--- src/rtl/f_pc_fetch_pkg.sv ---
`default_nettype none
// ============================================================================
//  Module   : f_pc_fetch_pkg
//  Purpose  : Shared constants, types and the fetch-address check used by the
//             fetch stage, its F/D register and its interface.
//  Revision : 1.0 - initial release
// ============================================================================
package f_pc_fetch_pkg;

  // Address map and reset/entry points
  localparam logic [31:0] RESET_PC         = 32'h0000_3000;
  localparam logic [31:0] HANDLER_PC       = 32'h0000_4180;
  localparam logic [31:0] DEFAULT_IM_BASE  = 32'h0000_3000;
  localparam int unsigned DEFAULT_IM_WORDS = 4096;

  // Exception codes carried alongside the fetched word
  typedef logic [4:0] exc_t;
  localparam exc_t EXC_NONE = 5'd0;
  localparam exc_t EXC_ADEL = 5'd4;

  // All-zero word doubles as the pipeline nop
  localparam logic [31:0] NOP = 32'h0000_0000;

  // Contents of the F/D pipeline register
  typedef struct packed {
    logic [31:0] pc;
    logic [31:0] instr;
    exc_t        exc;
    logic        bd;
    logic        valid;
  } fd_t;

  // Address-error check on a fetch address. The limit is one past the last
  // legal byte and is 33 bits wide so a memory ending at 4 GiB cannot wrap.
  function automatic exc_t fetch_check(input logic [31:0] pc,
                                       input logic [31:0] base,
                                       input logic [32:0] limit);
    exc_t exc;
    exc = EXC_NONE;
    if ((pc[1:0] != 2'b00) || (pc < base) || ({1'b0, pc} >= limit)) begin
      exc = EXC_ADEL;
    end
    return exc;
  endfunction

endpackage
`default_nettype wire

--- src/rtl/f_pc_fetch_if.sv ---
`default_nettype none
// ============================================================================
//  Module   : f_pc_fetch_if
//  Purpose  : Bundle of control, instruction-memory and decode-side signals of
//             the fetch stage. "master" is the surrounding pipeline/memory,
//             "slave" is the fetch stage itself.
//  Revision : 1.0 - initial release
// ============================================================================
interface f_pc_fetch_if;
  import f_pc_fetch_pkg::*;

  // Control from decode / CP0
  logic [31:0] NPC_D;
  logic        Stall;
  logic        Req;
  logic        Eret_D;
  logic [31:0] EPC;
  logic        D_is_jump;

  // Instruction memory
  logic [31:0] IM_rdata;
  logic [31:0] IM_addr;

  // Fetch PC and F/D register towards decode
  logic [31:0] PC_F;
  logic [31:0] PC_D;
  logic [31:0] Instr_D;
  exc_t        Exc_D;
  logic        BD_D;
  logic        Valid_D;

  modport master (
    output NPC_D, Stall, Req, Eret_D, EPC, D_is_jump, IM_rdata,
    input  IM_addr, PC_F, PC_D, Instr_D, Exc_D, BD_D, Valid_D
  );

  modport slave (
    input  NPC_D, Stall, Req, Eret_D, EPC, D_is_jump, IM_rdata,
    output IM_addr, PC_F, PC_D, Instr_D, Exc_D, BD_D, Valid_D
  );

endinterface
`default_nettype wire

--- src/rtl/f_pc_fetch_fd_pipe_reg.sv ---
`default_nettype none
// ============================================================================
//  Module   : fd_pipe_reg
//  Purpose  : F/D pipeline register. Flush has priority over the enable so an
//             exception can squash the word even while decode is stalled.
//             A flushed entry keeps the incoming PC so decode still knows
//             where the bubble came from.
//  Revision : 1.0 - initial release
// ============================================================================
module fd_pipe_reg #(
  parameter logic [31:0] RESET_PC = f_pc_fetch_pkg::RESET_PC
) (
  input  wire logic                 clk,
  input  wire logic                 reset,
  input  wire logic                 i_en,
  input  wire logic                 i_flush,
  input  wire f_pc_fetch_pkg::fd_t  i_fd,
  output f_pc_fetch_pkg::fd_t       o_fd
);
  import f_pc_fetch_pkg::*;

  fd_t r_fd;

  // Load, flush to a bubble, or hold the F/D contents
  always_ff @(posedge clk or posedge reset) begin
    if (reset) begin
      r_fd.pc    <= RESET_PC;
      r_fd.instr <= NOP;
      r_fd.exc   <= EXC_NONE;
      r_fd.bd    <= 1'b0;
      r_fd.valid <= 1'b0;
    end else if (i_flush) begin
      r_fd.pc    <= i_fd.pc;
      r_fd.instr <= NOP;
      r_fd.exc   <= EXC_NONE;
      r_fd.bd    <= 1'b0;
      r_fd.valid <= 1'b0;
    end else if (i_en) begin
      r_fd <= i_fd;
    end
  end

  assign o_fd = r_fd;

endmodule
`default_nettype wire

--- src/rtl/f_pc_fetch.sv ---
`default_nettype none
// ============================================================================
//  Module   : f_pc_fetch
//  Purpose  : Fetch stage. Holds the fetch PC, drives instruction memory,
//             tags the fetched word with an address-error code and a
//             delay-slot flag, and hands it to decode through fd_pipe_reg.
//             No PC arithmetic is done here; PC+4 arrives in NPC_D.
//  Revision : 1.0 - initial release
// ============================================================================
module f_pc_fetch #(
  parameter logic [31:0] RESET_PC   = f_pc_fetch_pkg::RESET_PC,
  parameter logic [31:0] HANDLER_PC = f_pc_fetch_pkg::HANDLER_PC,
  parameter logic [31:0] IM_BASE    = f_pc_fetch_pkg::DEFAULT_IM_BASE,
  parameter int unsigned IM_WORDS   = f_pc_fetch_pkg::DEFAULT_IM_WORDS
) (
  input wire logic    clk,
  input wire logic    reset,
  f_pc_fetch_if.slave bus
);
  import f_pc_fetch_pkg::*;

  // One past the last legal byte address, kept in 33 bits to avoid wrap
  localparam logic [32:0] c_im_limit = {1'b0, IM_BASE} + (33'(IM_WORDS) << 2);

  logic [31:0] r_pc_f;
  exc_t        w_exc_f;
  logic [31:0] w_instr_f;
  logic        w_en;
  logic        w_flush;
  fd_t         w_fd_d;
  fd_t         w_fd_q;

  // Check the fetch address and squash the memory word when it is illegal
  always_comb begin
    w_exc_f   = fetch_check(r_pc_f, IM_BASE, c_im_limit);
    w_instr_f = (w_exc_f != EXC_NONE) ? NOP : bus.IM_rdata;
  end

  // PC update: exception entry beats stall, stall beats eret and sequential
  // flow. A bad next PC is still loaded; the fault shows up only as Exc_D.
  always_ff @(posedge clk or posedge reset) begin
    if (reset) begin
      r_pc_f <= RESET_PC;
    end else if (bus.Req) begin
      r_pc_f <= HANDLER_PC;
    end else if (bus.Stall) begin
      r_pc_f <= r_pc_f;
    end else if (bus.Eret_D) begin
      r_pc_f <= bus.EPC;
    end else begin
      r_pc_f <= bus.NPC_D;
    end
  end

  // F/D controls: a stalled eret must not squash the word it is waiting on
  always_comb begin
    w_en          = !bus.Stall;
    w_flush       = bus.Req | (bus.Eret_D & !bus.Stall);
    w_fd_d.pc     = r_pc_f;
    w_fd_d.instr  = w_instr_f;
    w_fd_d.exc    = w_exc_f;
    w_fd_d.bd     = bus.D_is_jump;
    w_fd_d.valid  = 1'b1;
  end

  fd_pipe_reg #(
    .RESET_PC (RESET_PC)
  ) u_fd_pipe_reg (
    .clk     (clk),
    .reset   (reset),
    .i_en    (w_en),
    .i_flush (w_flush),
    .i_fd    (w_fd_d),
    .o_fd    (w_fd_q)
  );

  assign bus.IM_addr = r_pc_f;
  assign bus.PC_F    = r_pc_f;
  assign bus.PC_D    = w_fd_q.pc;
  assign bus.Instr_D = w_fd_q.instr;
  assign bus.Exc_D   = w_fd_q.exc;
  assign bus.BD_D    = w_fd_q.bd;
  assign bus.Valid_D = w_fd_q.valid;

endmodule
`default_nettype wire

--- src/flat_wrapper.sv ---
// flat-port wrapper written by rule: the top's interface ports become plain ports
module f_pc_fetch_flat import f_pc_fetch_pkg::*;
#(
  parameter logic [31:0] RESET_PC   = f_pc_fetch_pkg::RESET_PC,
  parameter logic [31:0] HANDLER_PC = f_pc_fetch_pkg::HANDLER_PC,
  parameter logic [31:0] IM_BASE    = f_pc_fetch_pkg::DEFAULT_IM_BASE,
  parameter int unsigned IM_WORDS   = f_pc_fetch_pkg::DEFAULT_IM_WORDS
)
  (clk, reset, bus_NPC_D, bus_Stall, bus_Req, bus_Eret_D, bus_EPC, bus_D_is_jump, bus_IM_rdata, bus_IM_addr, bus_PC_F, bus_PC_D, bus_Instr_D, bus_Exc_D, bus_BD_D, bus_Valid_D);
  f_pc_fetch_if bus_i ();
  input wire logic clk;
  input wire logic reset;
  input wire logic [$bits(bus_i.NPC_D)-1:0] bus_NPC_D;
  input wire logic [$bits(bus_i.Stall)-1:0] bus_Stall;
  input wire logic [$bits(bus_i.Req)-1:0] bus_Req;
  input wire logic [$bits(bus_i.Eret_D)-1:0] bus_Eret_D;
  input wire logic [$bits(bus_i.EPC)-1:0] bus_EPC;
  input wire logic [$bits(bus_i.D_is_jump)-1:0] bus_D_is_jump;
  input wire logic [$bits(bus_i.IM_rdata)-1:0] bus_IM_rdata;
  output wire logic [$bits(bus_i.IM_addr)-1:0] bus_IM_addr;
  output wire logic [$bits(bus_i.PC_F)-1:0] bus_PC_F;
  output wire logic [$bits(bus_i.PC_D)-1:0] bus_PC_D;
  output wire logic [$bits(bus_i.Instr_D)-1:0] bus_Instr_D;
  output wire logic [$bits(bus_i.Exc_D)-1:0] bus_Exc_D;
  output wire logic [$bits(bus_i.BD_D)-1:0] bus_BD_D;
  output wire logic [$bits(bus_i.Valid_D)-1:0] bus_Valid_D;
  assign bus_i.NPC_D = bus_NPC_D;
  assign bus_i.Stall = bus_Stall;
  assign bus_i.Req = bus_Req;
  assign bus_i.Eret_D = bus_Eret_D;
  assign bus_i.EPC = bus_EPC;
  assign bus_i.D_is_jump = bus_D_is_jump;
  assign bus_i.IM_rdata = bus_IM_rdata;
  assign bus_IM_addr = bus_i.IM_addr;
  assign bus_PC_F = bus_i.PC_F;
  assign bus_PC_D = bus_i.PC_D;
  assign bus_Instr_D = bus_i.Instr_D;
  assign bus_Exc_D = bus_i.Exc_D;
  assign bus_BD_D = bus_i.BD_D;
  assign bus_Valid_D = bus_i.Valid_D;
  f_pc_fetch #(.RESET_PC(RESET_PC), .HANDLER_PC(HANDLER_PC), .IM_BASE(IM_BASE), .IM_WORDS(IM_WORDS)) u_core (.clk(clk), .reset(reset), .bus(bus_i));
endmodule
--- config.mk ---
export PLATFORM = sky130hd
export DESIGN_NAME = f_pc_fetch_flat
export DESIGN_NICKNAME = d
export VERILOG_FILES = /design/src/rtl/f_pc_fetch_pkg.sv /design/src/rtl/f_pc_fetch_if.sv /design/src/rtl/f_pc_fetch_fd_pipe_reg.sv /design/src/rtl/f_pc_fetch.sv /design/src/flat_wrapper.sv
export SDC_FILE = /design/constraint.sdc
export NUM_CORES = 1
export LEC_CHECK = 0
export CORE_ASPECT_RATIO = 0.9
export CORE_MARGIN = 5
export CORE_UTILIZATION = 39
export CTS_CLUSTER_DIAMETER = 60
export DETAILED_ROUTE_END_ITERATION = 10
export PLACE_DENSITY = 0.89
export SLEW_MARGIN = 20
export SYNTH_ARGS = -nofsm -noshare
export SYNTH_HDL_FRONTEND = slang
export SYNTH_SLANG_ARGS = --single-unit
--- constraint.sdc ---
create_clock -name clk -period 3.68 [get_ports clk]
set_input_delay 0.736 -clock clk [delete_from_list [all_inputs] [get_ports clk]]
set_output_delay 0.736 -clock clk [all_outputs]
set_load 0.02 [all_outputs]
# Word level (Yosys, flattened, before mapping)
# Cells that the tools add are included.
[op_classes] eq_ne=2 bitwise=2 mux=7 n_lt_le_gt_ge=2 n_reduce_logical=5
[ops] operator="71-bit two-way mux" count=2
[ops] operator="32-bit two-way mux" count=4
[ops] operator="32-bit by 15-bit greater-or-equal comparator with 1-bit output (second input constant)" count=1
[ops] operator="32-bit by 14-bit < comparator with 1-bit output (second input constant)" count=1
[ops] operator="5-bit nonzero test" count=1
[ops] operator="2-bit by 1-bit inequality test with 1-bit output (second input constant)" count=2
[ops] operator="3-bit two-way mux" count=1
[ops] operator="1-bit logical OR" count=2
[ops] operator="2-bit nonzero test" count=1
[ops] operator="1-bit AND" count=1
[ops] operator="1-bit logical NOT" count=1
[ops] operator="1-bit bitwise OR" count=1
[word_totals] register_bits=103 in_bits=102 elab_cells=24 output_inout_bits=135

# Longest topological paths before layout
[logic_depth] depth_word=8 depth_mapped=6 ltp_nobuf=4

# Hierarchy
# From an unflattened synthesis, not the netlist that was laid out.
[hier_totals] hier_cells=453 hier_area_um2=5412.7
[by_module_without_submodules] module="fd_pipe_reg" seq_area_each_um2=1779.2 cells_each=195 area_each_um2=2912.8 instances=1
[by_module_without_submodules] module="f_pc_fetch" seq_area_each_um2=803.3 cells_each=258 area_each_um2=2499.9 instances=1

# Worst setup path after synthesis
# Ideal clock, no wire load.
[synth_timing] kind="input to register" startpoint="input bus_Eret_D" endpoint="register u_core.u_fd_pipe_reg.r_fd, in the netlist u_core.u_fd_pipe_reg.o_fd[10]" cell_stages=5 setup_time_ps=66 arrival_time_ps=1888 setup_slack_ps=1726 path_cell_list="buf_2 or3_4 nor4_4 buf_6 a22o_1"
[synth_between] elab_chain_len=3 word_cells_on_any_way=4
[synth_rtl] item="start: declaration" line="flat_wrapper.sv:16" text="input wire logic [$bits(bus_i.Eret_D)-1:0] bus_Eret_D;"
[synth_rtl] item="1-bit AND (*)" line="f_pc_fetch.sv:58" text="w_flush = bus.Req | (bus.Eret_D & !bus.Stall);"
[synth_rtl] item="1-bit bitwise OR (*)" line="f_pc_fetch.sv:58"
[synth_rtl] item="2-bit by 1-bit inequality test with 1-bit output (no source line) or 71-bit two-way mux (tied branches)"
[synth_rtl] item="end signal: assignment" line="f_pc_fetch_fd_pipe_reg.sv:39" text="r_fd <= i_fd;"
[synth_rtl] item="end: declaration" line="f_pc_fetch_fd_pipe_reg.sv:22" text="fd_t r_fd;"
# Mark *: on every way between the ends. The rest lies on a longest branch, timed or not.
# A chain may end at the register's enable or synchronous reset.

# Worst setup path after layout
[layout_timing] startpoint="input bus_Req" endpoint="register u_core.u_fd_pipe_reg.r_fd, in the netlist u_core.u_fd_pipe_reg.o_fd[68]"
[layout_between] elab_chain_len=2 word_cells_on_any_way=3
[layout_rtl] item="start: declaration" line="flat_wrapper.sv:15" text="input wire logic [$bits(bus_i.Req)-1:0] bus_Req;"
[layout_rtl] item="1-bit bitwise OR (*)" line="f_pc_fetch.sv:58"
[layout_rtl] item="2-bit by 1-bit inequality test with 1-bit output (no source line) or 71-bit two-way mux (tied branches)"
# Marks and branches as above.

==> summary by stage <==
Global route
The aggregate global routing overflow is 0. The via count of the first global-routing pass is 3809. The initial antenna violation count is 0. The global-route wire length before repair is 20060 um. The combined global-route utilization of all metal layers is 18.59%.

Entering global routing, the biggest net connects 51 pins.

Logic synthesis
The share of synthesized area in the top cell type comes to 53.96%. During synthesis, Yosys emitted a total of 0 warnings. The mean area per synthesized cell is 11.91 um^2.

Of all cell types, the one taking the most synthesized area is sky130_fd_sc_hd__dfrtp_1. In the synthesized netlist, the number of instances is 370. The commonest cells after synthesis are 95 x sky130_fd_sc_hd__dfrtp_1, 58 x sky130_fd_sc_hd__nor2_1, 36 x sky130_fd_sc_hd__buf_4, 33 x sky130_fd_sc_hd__a22o_1, 32 x sky130_fd_sc_hd__mux2i_1.

In this run, synthesis produced a sequential element count of 99. The sequential fraction of the synthesis area is 56.35%. In this run, synthesis inferred 0 flip-flops with an integrated enable. The number of distinct library cell variants in the gate-level netlist after synthesis is 27. The fraction of registers with async set/reset is 100.0%. The library cell with the highest instance count after synthesis is sky130_fd_sc_hd__dfrtp_1. The most used flip-flop cell after synthesis is sky130_fd_sc_hd__dfrtp_1. Yosys attributes the largest share of cell area to sky130_fd_sc_hd__dfrtp_1 54%, sky130_fd_sc_hd__mux2i_1 7.3%, sky130_fd_sc_hd__a22o_1 6.6%.

After synthesis the cells add up to 0.004405 mm^2.

Timing
The count of final max-slew check failures is 0. The final setup skew is 0.005317 ns. Timing would allow up to 418.8 MHz.

The final critical path takes up 64.88% of the cycle. The max-slew headroom at the worst pin is 52.33%. The transition time of the tightest slew-check pin is 0.7150 ns. Setup violations remaining at the end of the flow were counted as 0. Summed over all failing endpoints, the final setup total negative slack is 0 ns.

Across all hold checks on the routed design, the worst slack comes to 0.4915 ns. The minimum clock period is 2.388 ns. Setup repair after global routing left no endpoint under its margin. The number of endpoints with negative hold slack in the final report was 0.

Critical path
In this run the worst path has a maximum fanout of 34. The critical path starts at bus_Req. The launching element type of the critical path is an input pin. The category of the worst setup path capture point is a register. The reg-to-reg critical path startpoint is u_core.bus.IM_addr[0].

The critical path data arrival time is 2.60 ns. The critical path required time is 3.89 ns. The path type of the worst setup path is in2reg.

Final layout
For this run, the number of standard cells in the final layout without fillers is 719. The proportion of layout cells with a drive suffix above 1 is 9.524%. 0 antenna diodes ended up in the layout.

The net count reported at finish is 664. Relative to the synthesized area, the layout overhead comes to 58.14%.

Clock network
The clock passes through at most 2 buffers. TritonCTS built the clock tree. The H-tree was split into 3 levels.

The post-CTS setup buffer count is 0. Gates resized during post-CTS repair numbered 0. The clock edge transition at the registers on the reported setup and hold paths is 0.07 ns. The number of CTS-inserted buffers is 9.

The clock insertion delay at the later pin of the skew report is 0.33 ns. Counting every sink on the clock net gives 99. In this run the clock root is driven by a sky130_fd_sc_hd__clkbuf_16.

The number of hold buffers added after CTS was 0.

Drt
After detailed routing, the average wire length per cell comes to 17.61 um. The detailed router's first-iteration violation count is 207. The iteration count of the initial detailed-routing pass is 4. The total number of vias is 3467. The number of nets still failing antenna checks after routing is 0. The number of remaining DRC errors is 0. The total detailed-routing wirelength is 12660 um. The detail-routed via count per cell is 4.822.

Job
The tool flagged a number of max-cap violations equal to 0.

Die
The height of the die is 110.8 um. During I/O placement, the number of pins put on the boundary was 237. The cell row count is 36. The core region area is 0.01095 mm^2. The die covers 0.01352 mm^2.

The starting density of the core is 40.25%. The width of the die is 122.0 um.

Power and ir drop
VDD sags by at most 0.2887 mV. In this run the power density over the cells is 410.5 mW/mm^2. The leakage power figure is 3.080 nW. The total power draw is 2.860 mW.

Placed design
The placer's final routability congestion estimate is 0.7991. The count of port buffers added during placement is 232. The cell total after placement is 703.

The wire-length estimate of the detail-placed layout is 9646 um.

Min path
The startpoint identified for the worst hold timing path is u_core.u_fd_pipe_reg.o_fd[4]. In this run the worst hold path is classified as reg2reg.

Outcome
The run finished with clean final reports.
## cell type report
cell class	count	area, um^2
Multi-Input combinational cell	212	1533
Inverter	1	6.256
Clock inverter	6	136.4
Timing Repair Buffer	239	2390
Sequential cell	99	2482
Clock buffer	10	229.0
Fill cell	850	3979
Tap cell	152	190.2
## per-stage QoR
stage | area [um^2] | worst slack (ns) | util (%)
after floorplan | 4417 | 0.3602 | -
after global placement | 6601 | 1.037 | 60.31
after detailed placement | 6601 | 0.9651 | 60.31
after CTS | 6967 | 1.301 | 63.65
after global routing | 6967 | 1.192 | 63.65
final | 6967 | 1.292 | 63.65
## flip-flops by register name (all words and copies together), names as in the netlist
name / flops
u_core.bus.IM_addr: 32
u_core.u_fd_pipe_reg.o_fd: 67
## worst max-delay path: stages
cell and delay (ns):
sky130_fd_sc_hd__clkdlybuf4s50_1 0.66, sky130_fd_sc_hd__nor2b_4 0.40, sky130_fd_sc_hd__buf_4 0.41, sky130_fd_sc_hd__mux2_1 0.38
## final timing paths
path / to / slack (ns) / cells after the start
max: u_core.u_fd_pipe_reg.o_fd[68] / 1.29 / 4
min: u_core.u_fd_pipe_reg.o_fd[4] / 0.49 / 2
max reg2reg: u_core.u_fd_pipe_reg.o_fd[16] / 1.72 / 5
min reg2reg: u_core.u_fd_pipe_reg.o_fd[4] / 0.49 / 2
max in group asynchronous: u_core.u_fd_pipe_reg.o_fd[51] / 2.11 / 3
min in group asynchronous: u_core.u_fd_pipe_reg.o_fd[30] / 0.83 / 2
## per-layer routing
layer	GRT usage, %	vias to the layer above	part of all wire [%]
met5	0	-	0
met3	4.847	10	6.4
met4	4.332	0	1.0
met1	22.23	1694	41
met2	33.21	137	52
li1	-	1626	-
## cells in the final DEF, fill, tap and decap left out, drive strengths merged
master and instances:
nor2 58, a21boi 1, mux2 35, mux2i 32
or3 2, buf 9, inv 2, a21oi 29
o31ai 1, dfrtp 95, nand2 5, clkbuf 10
clkinvlp 1, and3b 1, o211ai 1, nor4 5
a22o 33, nor2b 1, dfstp 4, bufinv 4
conb 4, nand2b 3, nor3 1, clkdlybuf4s50 230
## where the power goes
group / switching [mW] / internal (mW)
registers: 0.0480 / 1.14
logic: 0.251 / 0.284
clock network: 0.400 / 0.736
total: 0.698 / 2.16
## cell families (layout without fill, tap and decap cells)
logic type             count (synthesis)  in the layout  share of synthesized area, %
buffers and inverters                 62            256                         9.287
AND/OR/NAND/NOR                       76             76                         7.697
flip-flops                            99             99                         56.35
other                                  1              4                       0.08512
AO/OA/AOI/OAI                         65             65                         10.37
multiplexers                          67             67                         16.22
(Power assumes the default switching activity.)
